<file path="src/rtl/seq_addsub16_pkg.sv">
// Shared types and constants for the nibble-serial add/subtract unit.
package seq_addsub16_pkg;

    typedef enum logic {
        IDLE = 1'b0,
        RUN  = 1'b1
    } state_t;

    localparam int unsigned DATA_W  = 16;
    localparam int unsigned NIB_W   = 4;
    localparam int unsigned NIBBLES = DATA_W / NIB_W;

    localparam logic [15:0] SAT_POS = 16'h7FFF;
    localparam logic [15:0] SAT_NEG = 16'h8000;

endpackage

</file>
<file path="src/rtl/seq_addsub16_nibble_cla_slice.sv">
// Combinational 4-bit carry-lookahead slice; exposes the carry into bit 3 for overflow detection.
module seq_addsub16_nibble_cla_slice (
    input  logic [3:0] a,
    input  logic [3:0] b,
    input  logic       cin,
    output logic [3:0] sum,
    output logic       c3,
    output logic       cout
);

    logic [3:0] g;
    logic [3:0] p;
    logic [3:0] c;

    // Generate/propagate terms and flattened lookahead carries.
    always_comb begin
        g    = a & b;
        p    = a ^ b;
        c[0] = cin;
        c[1] = g[0] | (p[0] & cin);
        c[2] = g[1] | (p[1] & g[0]) | (p[1] & p[0] & cin);
        c[3] = g[2] | (p[2] & g[1]) | (p[2] & p[1] & g[0]) | (p[2] & p[1] & p[0] & cin);
        cout = g[3] | (p[3] & g[2]) | (p[3] & p[2] & g[1]) | (p[3] & p[2] & p[1] & g[0])
             | (p[3] & p[2] & p[1] & p[0] & cin);
        sum  = p ^ c;
        c3   = c[3];
    end

endmodule

</file>
<file path="src/rtl/seq_addsub16.sv">
// Nibble-serial add/subtract: one 4-bit CLA slice per cycle, result and N/Z/V flags after 4 clocks.
module seq_addsub16
    import seq_addsub16_pkg::*;
#(
    parameter bit          SAT   = 1'b1,
    parameter int unsigned WIDTH = 16
) (
    input  logic             clk,
    input  logic             rst,
    input  logic             start,
    input  logic             sub,
    input  logic [WIDTH-1:0] a,
    input  logic [WIDTH-1:0] b,
    output logic             busy,
    output logic             done,
    output logic [WIDTH-1:0] result,
    output logic             flag_n,
    output logic             flag_z,
    output logic             flag_v
);

    localparam int unsigned NIB   = WIDTH / NIB_W;
    localparam int unsigned CNT_W = (NIB > 1) ? $clog2(NIB) : 1;
    localparam logic [CNT_W-1:0] LAST_CNT = CNT_W'(NIB - 1);

    state_t           state_q, state_d;
    logic [WIDTH-1:0] a_q, a_d;
    logic [WIDTH-1:0] b_q, b_d;
    logic             carry_q, carry_d;
    logic [CNT_W-1:0] cnt_q, cnt_d;
    logic             busy_d, done_d;
    logic [WIDTH-1:0] result_d;
    logic             flag_n_d, flag_z_d, flag_v_d;

    logic [3:0]       slice_a, slice_b, slice_sum;
    logic             slice_c3, slice_cout;
    logic [WIDTH-1:0] partial;
    logic [WIDTH-1:0] final_res;
    logic             ovf;

    seq_addsub16_nibble_cla_slice u_nibble_cla_slice (
        .a    (slice_a),
        .b    (slice_b),
        .cin  (carry_q),
        .sum  (slice_sum),
        .c3   (slice_c3),
        .cout (slice_cout)
    );

    // Next-state, datapath and flag logic; the slice always works on nibble cnt_q.
    always_comb begin
        state_d   = state_q;
        a_d       = a_q;
        b_d       = b_q;
        carry_d   = carry_q;
        cnt_d     = cnt_q;
        busy_d    = busy;
        done_d    = 1'b0;
        result_d  = result;
        flag_n_d  = flag_n;
        flag_z_d  = flag_z;
        flag_v_d  = flag_v;

        slice_a   = a_q[{cnt_q, 2'b00} +: 4];
        slice_b   = b_q[{cnt_q, 2'b00} +: 4];
        partial   = result;
        partial[{cnt_q, 2'b00} +: 4] = slice_sum;
        ovf       = slice_cout ^ slice_c3;
        final_res = partial;
        if (SAT && ovf) begin
            final_res = a_q[WIDTH-1] ? WIDTH'(SAT_NEG) : WIDTH'(SAT_POS);
        end

        case (state_q)
            IDLE: begin
                if (start) begin
                    state_d = RUN;
                    a_d     = a;
                    b_d     = b ^ {WIDTH{sub}};
                    carry_d = sub;
                    cnt_d   = '0;
                    busy_d  = 1'b1;
                end
            end
            RUN: begin
                result_d = partial;
                carry_d  = slice_cout;
                cnt_d    = cnt_q + 1'b1;
                if (cnt_q == LAST_CNT) begin
                    state_d  = IDLE;
                    busy_d   = 1'b0;
                    done_d   = 1'b1;
                    result_d = final_res;
                    flag_v_d = ovf;
                    flag_n_d = final_res[WIDTH-1];
                    flag_z_d = (final_res == '0);
                end
            end
            default: state_d = IDLE;
        endcase
    end

    // State, operand and output registers with synchronous reset.
    always_ff @(posedge clk) begin
        if (rst) begin
            state_q <= IDLE;
            a_q     <= '0;
            b_q     <= '0;
            carry_q <= 1'b0;
            cnt_q   <= '0;
            busy    <= 1'b0;
            done    <= 1'b0;
            result  <= '0;
            flag_n  <= 1'b0;
            flag_z  <= 1'b0;
            flag_v  <= 1'b0;
        end else begin
            state_q <= state_d;
            a_q     <= a_d;
            b_q     <= b_d;
            carry_q <= carry_d;
            cnt_q   <= cnt_d;
            busy    <= busy_d;
            done    <= done_d;
            result  <= result_d;
            flag_n  <= flag_n_d;
            flag_z  <= flag_z_d;
            flag_v  <= flag_v_d;
        end
    end

endmodule

</file>
<file path="config.mk">
export PLATFORM = sky130hd
export DESIGN_NAME = seq_addsub16
export DESIGN_NICKNAME = d
export VERILOG_FILES = /design/src/rtl/seq_addsub16_pkg.sv /design/src/rtl/seq_addsub16_nibble_cla_slice.sv /design/src/rtl/seq_addsub16.sv
export SDC_FILE = /design/constraint.sdc
export NUM_CORES = 1
export LEC_CHECK = 0
export ABC_AREA = 1
export CAP_MARGIN = 20
export CORE_MARGIN = 1
export CORE_UTILIZATION = 50
export DETAILED_ROUTE_END_ITERATION = 12
export GPL_ROUTABILITY_DRIVEN = 0
export PLACE_DENSITY_LB_ADDON = 0.1
export SLEW_MARGIN = 20
export SYNTH_ARGS = -nofsm -noshare
export SYNTH_HDL_FRONTEND = slang
export SYNTH_SLANG_ARGS = --single-unit
</file>
<file path="constraint.sdc">
create_clock -name clk -period 3.38 [get_ports clk]
set_input_delay 0.338 -clock clk [delete_from_list [all_inputs] [get_ports clk]]
set_output_delay 0.338 -clock clk [all_outputs]
set_load 0.02 [all_outputs]
</file>
# ---- Word-level counts from Yosys, hierarchy flattened
# Index checks and enable logic that the tools add are counted.
# W data, S select, Z words.
dict set report totals {
  ff_bits 57
  word_cells 72
  in_bits 36
  output_inout_bits 21
}
dict set report classes {
  shift 4
  eq_ne 3
  n_reduce_logical 5
  n_addsub 2
  muxes 15
  n_bitwise 32
}
# op count
set op_table {}
lappend op_table {{$mux W16} 3}
lappend op_table {{$shiftx A16 B5 Y4} 2}
lappend op_table {{$and A1 B1 Y1} 16}
lappend op_table {{$bwmux W16} 1}
lappend op_table {{$logic_not A16 Y1} 1}
lappend op_table {{$shift A4 B6 Y16 const A} 1}
lappend op_table {{$shiftx A4 B6 Y16} 1}
lappend op_table {{$xor A16 B16 Y16} 1}
lappend op_table {{$or A1 B1 Y1} 10}
lappend op_table {{$xor A4 B4 Y4} 2}
lappend op_table {{$mux W1} 6}
lappend op_table {{$neg A4 Y6} 1}
lappend op_table {{$pmux W1 S2} 3}
lappend op_table {{$reduce_and A2 Y1} 3}
lappend op_table {{$and A4 B4 Y4} 1}
lappend op_table {{$pmux W2 S2} 1}
lappend op_table {{$add A2 B1 Y2 const B} 1}
lappend op_table {{$eq A2 B2 Y1 const B} 1}
lappend op_table {{$mux W2} 1}
lappend op_table {{$ne A2 B1 Y1 const B} 1}
lappend op_table {{$ne A2 B2 Y1 const B} 1}
lappend op_table {{$reduce_or A2 Y1} 1}
lappend op_table {{$not A1 Y1} 1}
lappend op_table {{$xor A1 B1 Y1} 1}

# ---- Depth between registers and ports, before layout
dict set report logic_depth {
  word_depth 11
  depth_mapped 19
  depth_no_buf 17
}

# ---- Cells and area by module
# Synthesis repeated with hierarchy kept, for this count alone.
dict set report unflattened {
  cells_unflattened 456
  area_unflattened_um2 3150.5
}
# mod cells_each seq_area_each_um2 area_each_um2 n_inst
set modules_own_cells {}
lappend modules_own_cells {seq_addsub16 429 1141.1 2966.6 1}
lappend modules_own_cells {seq_addsub16_nibble_cla_slice 27 0.0 183.9 1}

# ---- Worst setup path before layout
# Ideal clock, no wire load.
dict set report synth_path {
  path_kind {flip-flop to flip-flop}
  startpoint {register cnt_q[0]}
  endpoint {register result[7]}
  setup_ns 0.140
  period_less_slack_ns 2.764
  required_ns 3.240
  path_stages_with_launch 18
  n_path_buf 3
  arrival_ns 2.624
  setup_slack_ns 0.616
  cell_sequence {dfxtp_1 inv_1 clkbuf_1 buf_1 nor2_1 o22ai_1 ha_1 nand4_1 nand2_1 o21ai_2 nand3_4 inv_6 nand2_4 nand2_4 inv_4 buf_12 nand2_1 a21oi_2}
}
dict set report synth_between {
  elab_chain_len 11
  elab_cells_between_ends 39
  classes_between {add/sub (1); eq/ne (1); shift (4); mux (3); bitwise (30)}
}
# item line
set synth_rtl {}
lappend synth_rtl {{start: declaration} seq_addsub16.sv:30} ;# logic [CNT_W-1:0] cnt_q, cnt_d;
lappend synth_rtl {{start signal: assignment} seq_addsub16.sv:122} ;# cnt_q <= cnt_d;
lappend synth_rtl {{$shiftx A16 B5 Y4 (on tied branches)} {seq_addsub16.sv:64, seq_addsub16.sv:65}}
lappend synth_rtl {{$xor A4 B4 Y4 or $and A4 B4 Y4 (tied branches)} {seq_addsub16_nibble_cla_slice.sv:18, seq_addsub16_nibble_cla_slice.sv:17}}
lappend synth_rtl {{$and A1 B1 Y1} seq_addsub16_nibble_cla_slice.sv:22} ;# c[3] = g[2] | (p[2] & g[1]) | (p[2] & p[1] & g[0]) | (p[2] & p[1] & p[0] & cin);
lappend synth_rtl {{$or A1 B1 Y1 or $and A1 B1 Y1 (tied branches) (2 in series)} seq_addsub16_nibble_cla_slice.sv:22}
lappend synth_rtl {{$or A1 B1 Y1} seq_addsub16_nibble_cla_slice.sv:22}
lappend synth_rtl {{$xor A4 B4 Y4} seq_addsub16_nibble_cla_slice.sv:25} ;# sum = p ^ c;
lappend synth_rtl {{$shiftx A4 B6 Y16} seq_addsub16.sv:67} ;# partial[{cnt_q, 2'b00} +: 4] = slice_sum;
lappend synth_rtl {{$bwmux W16} seq_addsub16.sv:67}
lappend synth_rtl {{$mux W16} seq_addsub16.sv:70} ;# if (SAT && ovf) begin
lappend synth_rtl {{$mux W16 (*)} seq_addsub16.sv:89} ;# if (cnt_q == LAST_CNT) begin
lappend synth_rtl {{end signal: assignment} seq_addsub16.sv:125} ;# result <= result_d;
lappend synth_rtl {{end: declaration} seq_addsub16.sv:16} ;# output logic [WIDTH-1:0] result,
# Mark *: on every way between the ends. The rest lies on a longest branch, timed or not.
# A chain may end at the register's enable or synchronous reset.

# ---- Final worst setup path
dict set report layout_path {
  startpoint {register cnt_q[0]}
  endpoint {register result[4]}
}
# Same word-level chain as after synthesis.

==> flow_summary.ini <==
[cts]
clock-sinks = 57
cts_tree = done
h-tree-depth = 3
clock_latency_ps = 350
post_cts_buffers = 0
path_clk_slew_ps = 60
cts_root_buf = clkbuf_8
postCtsHoldBufs = 0
cts_resized = 0
clockBufferDepth = 2
cts_buffers = 9

[critical_path]
worstSetupPathType = register to register
critical_path_arrival_ps = 3060
end_kind = register
crit_path_start_kind = register
worstPathRequired_ps = 3660
rrSetupSlack_ps = 590
crit_path_max_fanout = 23
rr_endpoint = result[4]
startpoint = cnt_q[0]
timing.rr.start = cnt_q[0]
reg2regPathDepth = 13

[grt]
antenna_found_initial = 0
grt_pass1_vias = 2765
grt_pass1_wl_um = 12100
grt_util_all_layers = 0.244
grt_max_degree = 44
overflow = 0

[place]
post-place-ws_ps = 632
io_buffer_count = 56
hpwl_um = 5220
place_inst = 544

[synth]
yosys_warnings = 0
synth_top_cell_area_share = 0.373
ys_seq_area_frac = 0.373
syn_area_sq_mm = 0.00306
synth_area_leaders = dfxtp_1 (37%), o21ai_0 (9.5%), nor2_1 (9.4%), nand2_1 (8.7%), xnor2_1 (4.6%)
synth_top_area_cell = dfxtp_1
syn_avg_cell_area_sq_um = 7.12
ys_seq_elements = 57
synth_nets = 478
postSynthCellCount = 430
synth_cell_types = 29

[floorplan]
fp-row-count = 28
die_h_um = 80.2
initial_utilization = 0.517
die_area_sq_mm = 0.00644
coreArea_sq_mm = 0.00592
fp.dieW_um = 80.2
io_pins = 57

[worst_hold_path]
holdPathStages = 2
hold_class = register to register
min_to = flag_n
hp-start = flag_n

[final_layout]
area_growth_pct = 24.9
final_cells = 559
nets = 528
final_common_cell = nor2_1
insertedDiodeCount = 0
mostFrequentLayoutCells = nor2_1 (77), nand2_1 (71), o21ai_0 (58)
fillers = 574
drive_above_1_share = 0.0909

[timing]
fin_setup_tns_ps = 0
rsz0062_at_grt = no
finalHoldViolations = 0
slew_headroom = 0.385
post-route-min-period_ps = 2790
clock.fmax_mhz = 359
slew_viol_final = 0
fin_skew_ps = 7.77
setup_viol = 0
fin_crit_sh = 0.825
worst_slew_pin_slew_ps = 920
timing.final.ws_setup_ps = 593

[routing]
maxUsedRoutingLayer = met4
wl_met3_um = 329
routed_wl_um = 7120
drc = 0
num_vias = 2953
drt-vias-per-instance = 5.28
wl_met1_um = 3070
drt.antenna.violating_nets = 0
wire_per_inst_um = 12.7
drt_iter0_drc = 160
met2_length_um = 3540
firstDrtPassIters = 7

[power]
total_power_mw = 1.71
max-vdd-ir-drop_v = 0.000261
p_per_area_mw_per_mm2 = 447
power_leakage_nw = 1.58

[outcome]
status = complete, no violations

[job]
cap_violations = 0
## cell usage after synthesis
master	count
nand2_1	71
fa_1	1
ha_1	11
nor2_1	77
a31oi_1	1
a221oi_1	1
o211ai_1	2
inv_1	30
dfxtp_1	57
inv_4	1
nand2_2	6
o21ai_2	4
o21ai_0	58
a32o_1	1
nand4_1	4
clkbuf_1	15
a211oi_1	1
o22ai_1	8
a21oi_1	24
buf_1	3
a21oi_2	10
buf_2	2
buf_12	1
nand2_4	2
nand3_1	19
inv_6	1
nor2_2	2
nand3_4	1
xnor2_1	16
## logic make-up after synthesis
kind of cell | share of synthesized area
buf+inv | 0.0736
simple gates | 0.250
xor+xnor | 0.0458
fa+ha+maj | 0.0515
compound gates | 0.206
flops | 0.373
## worst max-delay path: stages, from the launching register on
cell and delay (ps):
dfxtp_1 300, inv_1 460, o21ai_0 170, o22ai_1 300
ha_1 330, nand4_1 140, nand3_1 180, nand3_4 200
inv_6 70, nand2_4 60, nand2_4 50, inv_4 160
o21ai_0 130, a21oi_1 150
## worst max-delay path by stage
stage / depth (start not counted) / endpoint / slack (ps)
floorplan: 17 / result[7] / 620
global placement: 15 / result[1] / 760
detailed placement: 13 / result[1] / 630
CTS: 13 / result[1] / 620
global route: 15 / result[1] / 250
finish: 13 / result[4] / 590
## through the flow
| stage | hold slack (ps) | utilization | area (sq um) |
|---|---|---|---|
| 2_1_floorplan | 444 | - | 3060 |
| 3_3_place_gp | 444 | 0.616 | 3650 |
| 3_5_place_dp | 454 | 0.616 | 3650 |
| 4_1_cts | 463 | 0.646 | 3820 |
| 5_1_grt | 479 | 0.646 | 3820 |
| 6_report | 460 | 0.646 | 3820 |
## flip-flops by register name, indices dropped and copies added, names as in the netlist
signal,count
carry_q,1
b_q,16
a_q,16
flag_n,1
flag_v,1
cnt_q,2
busy,1
result,16
done,1
state_q,1
flag_z,1
## per-layer routing
metal  vias up  global-route usage
met2        88               0.427
met1      1338               0.276
li1       1513                   -
met5         -                   0
met4         0               0.102
met3        14              0.0705
## final cells by class
class | instances | area, sq um | area share
repair buffers | 60 | 591 | 0.154
clock inverters | 4 | 45.0 | 0.0118
inverters | 32 | 128 | 0.0334
multi-input cells | 320 | 1690 | 0.443
well taps | 75 | 93.8 | 0.0245
clock buffers | 11 | 131 | 0.0344
flip-flops and latches | 57 | 1140 | 0.298
## power by group
group | internal [mW] | switching, mW | leakage (nW) | total, mW
logic | 0.151 | 0.224 | 1.02 | 0.375
registers | 0.712 | 0.0262 | 0.468 | 0.739
clock network | 0.332 | 0.262 | 0.0929 | 0.594
Note: power is estimated with default switching activity, not from simulation.
